`config.mk`:
```
export PLATFORM = sky130hd
export DESIGN_NAME = cmos_comparator_4bit
export DESIGN_NICKNAME = d
export VERILOG_FILES = /design/src/rtl/cmos_comparator_4bit.sv
export SDC_FILE = /design/constraint.sdc
export NUM_CORES = 1
export LEC_CHECK = 0
export CORE_UTILIZATION = 40
export DETAILED_ROUTE_END_ITERATION = 12
export PLACE_DENSITY = 0.67
export SLEW_MARGIN = 15
export SYNTH_ARGS = -nofsm -noshare
export SYNTH_HDL_FRONTEND = slang
export SYNTH_SLANG_ARGS = --single-unit
export TNS_END_PERCENT = 30
```
`constraint.sdc`:
```
create_clock -name clk -period 1.58 [get_ports clk]
set_input_delay 0.158 -clock clk [delete_from_list [all_inputs] [get_ports clk]]
set_output_delay 0.158 -clock clk [all_outputs]
set_load 0.02 [all_outputs]
```
`src/rtl/cmos_comparator_4bit.sv`:
```
// Two-stage unsigned magnitude comparator with cascade inputs.
// MSB-first slice cascade, registered inputs and registered result.
module cmos_comparator_4bit #(
    parameter int WIDTH = 4
) (
    input  logic             clk,
    input  logic             rst_n,
    input  logic             in_valid,
    input  logic [WIDTH-1:0] a,
    input  logic [WIDTH-1:0] b,
    input  logic             casc_lt,
    input  logic             casc_gt,
    input  logic             casc_eq,
    output logic             out_valid,
    output logic             a_lt_b,
    output logic             a_gt_b,
    output logic             a_eq_b
);

    logic [WIDTH-1:0] a_q;
    logic [WIDTH-1:0] b_q;
    logic             lt_q;
    logic             gt_q;
    logic             eq_q;
    logic             vld_q;

    logic [WIDTH-1:0] bit_lt;
    logic [WIDTH-1:0] bit_gt;
    logic [WIDTH-1:0] bit_eq;

    logic             cmp_lt;
    logic             cmp_gt;
    logic             cmp_eq;
    logic             res_lt;
    logic             res_gt;
    logic             res_eq;

    // Stage 1: capture operands and cascade code every cycle.
    always_ff @(posedge clk or negedge rst_n) begin
        if (!rst_n) begin
            a_q   <= '0;
            b_q   <= '0;
            lt_q  <= 1'b0;
            gt_q  <= 1'b0;
            eq_q  <= 1'b0;
            vld_q <= 1'b0;
        end else begin
            a_q   <= a;
            b_q   <= b;
            lt_q  <= casc_lt;
            gt_q  <= casc_gt;
            eq_q  <= casc_eq;
            vld_q <= in_valid;
        end
    end

    assign bit_lt = ~a_q & b_q;
    assign bit_gt = a_q & ~b_q;
    assign bit_eq = ~(bit_lt | bit_gt);

    // Walk slices MSB first; the first unequal slice decides.
    always_comb begin
        logic pre;
        pre    = 1'b1;
        cmp_lt = 1'b0;
        cmp_gt = 1'b0;
        for (int i = WIDTH - 1; i >= 0; i--) begin
            cmp_lt = cmp_lt | (pre & bit_lt[i]);
            cmp_gt = cmp_gt | (pre & bit_gt[i]);
            pre    = pre & bit_eq[i];
        end
        cmp_eq = pre;
    end

    // Equal operands defer to the lower-significance cascade code.
    always_comb begin
        res_lt = cmp_lt;
        res_gt = cmp_gt;
        res_eq = 1'b0;
        if (cmp_eq) begin
            res_lt = lt_q;
            res_gt = gt_q;
            res_eq = eq_q;
        end
    end

    // Stage 2: register the resolved result and its valid bit.
    always_ff @(posedge clk or negedge rst_n) begin
        if (!rst_n) begin
            out_valid <= 1'b0;
            a_lt_b    <= 1'b0;
            a_gt_b    <= 1'b0;
            a_eq_b    <= 1'b0;
        end else begin
            out_valid <= vld_q;
            a_lt_b    <= res_lt;
            a_gt_b    <= res_gt;
            a_eq_b    <= res_eq;
        end
    end

endmodule

```
==> results.toml <==
[final_layout]
drive_gt1_share_pct = 6.15
fill_cells = 113
fin_nets = 89
antenna_cells = 0
finish.utilization_pct = 61.3
fin_area_um2 = 827
areaGrowthSynthToFinish_pct = 36.0
regArea_um2 = 400
multi_input_area_um2 = 170

[setup_path]
crit_path_end_kind = "primary output"
crit_arrival_ns = 1.19
worst_path_largest_cell_delay_ns = 0.59
slowest_stage = "clkdlybuf4s50_1"
crit_cells = 1
reg2reg_from = "a_q[3]"
r2r_cells = 4
path_buf_inv = 1
crit_path_max_fanout = 1
cp-start-kind = "flop"
reg2reg_to = "a_eq_b"
crit_type = "reg2out"
cp_data_required_time_ns = 1.42
cp_top_family = "buffers and inverters"
worstPathCellList = "clkdlybuf4s50_1"
regToRegSetupSlack_ns = 0.30

[logic_synthesis]
ys_ff_latch = 16
ys_seq_area_share_pct = 65.8
synth_warnings = 0
synthCells = 44
synth_top_area_share_pct = 65.8
synthesis.area_um2 = 608
synth.largest_area_cell = "dfrtp_1"
synth_cell_types = 9
synth.avg_cell_area_um2 = 13.8
syn-num-nets = 66
synth_area_leaders = "dfrtp_1, ha_1, inv_1"

[sta]
max_freq_mhz = 745
setup_tns_ns = 0
finalSetupViolCount = 0
relSlewSlack_pct = 85.8
worst_pin_slew_ns = 0.212
rsz0062_at_grt = "false"
skew_ns = 0.000632
finalHoldViolCount = 0
min_period_ns = 1.34
finalCritPeriodShare_pct = 85.0
drv_slew = 0

[global_route]
grt_max_degree = 17
grt_first_pass_wirelength_um = 1410
overflow = 0
grt_usage_pct = 13.6
antenna_found_initial = 0
grt_pass1_vias = 373

[die]
rows = 13
core_um2 = 1350
die_y_um = 41.0
die_w_um = 41.0
dieArea_um2 = 1680
pin_count = 18
start_util_pct = 45.0

[hold_path]
hold_path.class = "in2async"

[power_and_ir_drop]
power_leakage_nw = 0.404
ir_drop_v = 0.000440
power_per_cell_area_nw_per_um2 = 908
finalPower_mw = 0.751

[placed_design]
postPlaceCellArea_um2 = 805
hpwl_um = 676
place_congestion = 0.683
port_buffers = 17

[routing]
finalWirelength_um = 872
firstDrtPassIters = 2
routedWlPerCell_um = 10.9
final_antenna_net_count = 0
drtIter0Drc = 1
drc = 0
vias_per_cell = 4.56
via_count = 365

[status]
status = "finished, final reports clean"

[clock_tree]
clk_path_buf_depth = 2
numCtsBuffers = 3
cts_sinks = 16
cts_hold_buf = 0
clk_latency_ns = 0.27
post_cts_buffers = 0
clk_pin_slew_ns = 0.08
cts_max_level = 1
cts-root-buf = "clkbuf_4"
cts-resized-gates = 0
cts_tree = "built"

[run]
cap_violations = 0
-- registers in the layout, indices dropped and copies added, names as in the netlist --
| name | count |
|---|---|
| a_q | 4 |
| b_q | 4 |
| a_eq_b | 1 |
| a_gt_b | 1 |
| a_lt_b | 1 |
| eq_q | 1 |
| gt_q | 1 |
| lt_q | 1 |
| out_valid | 1 |
| vld_q | 1 |
-- worst reg2reg max path, cell delays in order (launching register included) --
cell,delay [ns]
dfrtp_1,0.36
inv_1,0.05
ha_1,0.37
and4_1,0.24
and2_1,0.16
-- synthesized netlist by cell type --
cell / n
o2111ai_1: 2
and2_1: 1
a32oi_1: 2
ha_1: 8
inv_1: 10
a21oi_1: 2
and4_1: 1
nand3_1: 2
dfrtp_1: 16
-- cells by family (layout without fill, tap and decap cells) --
| group | count (synthesis) | after routing | synth area share, % |
|---|---|---|---|
| buffers and inverters | 10 | 31 | 6.17 |
| adders and majority gates | 8 | 8 | 16.5 |
| and+or+nand+nor | 4 | 4 | 4.12 |
| DFF | 16 | 16 | 65.8 |
| AOI/OAI and AO/OA | 6 | 6 | 7.41 |
-- through the flow --
stage               hold slack (ns)  setup slack (ns)  instances
floorplan                    -0.138             0.397         44
global placement              0.332             0.366         77
detailed placement            0.337             0.304         77
CTS                           0.191             0.213         80
global route                  0.194             0.155         80
finish                        0.198             0.237         80
-- how the worst max path moves through the flow --
stage          slack [ns]     end  startpoint
5_1_grt              0.15  a_lt_b      a_lt_b
4_1_cts              0.21  a_lt_b      a_lt_b
3_5_place_dp         0.30  a_eq_b      a_q[3]
6_report             0.24  a_eq_b      a_eq_b
3_3_place_gp         0.37  a_eq_b      a_q[3]
2_1_floorplan        0.40  a_eq_b      a_q[3]
-- power by group --
part	switching, mW	leakage [nW]	internal (mW)
logic	0.0500	0.201	0.0639
clock network	0.106	0.0138	0.0881
registers	0.00903	0.189	0.434
total	0.165	0.404	0.586
-- per-layer routing --
metal / GRT usage (%) / part of all wire [%] / vias up
li1: - / - / 188
met5: 0 / 0 / -
met1: 14.5 / 45 / 167
met3: 3.26 / 3.6 / 0
met4: 10.0 / 0 / 0
met2: 23.0 / 51 / 10
-- cells in the final DEF, fill, tap and decap left out, drive strengths merged --
cell           synthesis  layout
clkdlybuf4s50          0      17
a32oi                  2       2
o2111ai                2       2
ha                     8       8
and4                   1       1
nand3                  2       2
clkbuf                 0       3
and2                   1       1
a21oi                  2       2
dfrtp                 16      16
inv                   10      10
buf                    0       1
-- final cells by class --
type                            instances  area share, %
Multi-Input combinational cell         18           20.6
Timing Repair Buffer                   18           21.5
Clock buffer                            3           2.72
Sequential cell                        16           48.4
Inverter                               10           4.54
Tap cell                               15           2.27
(Power assumes the default switching activity.)
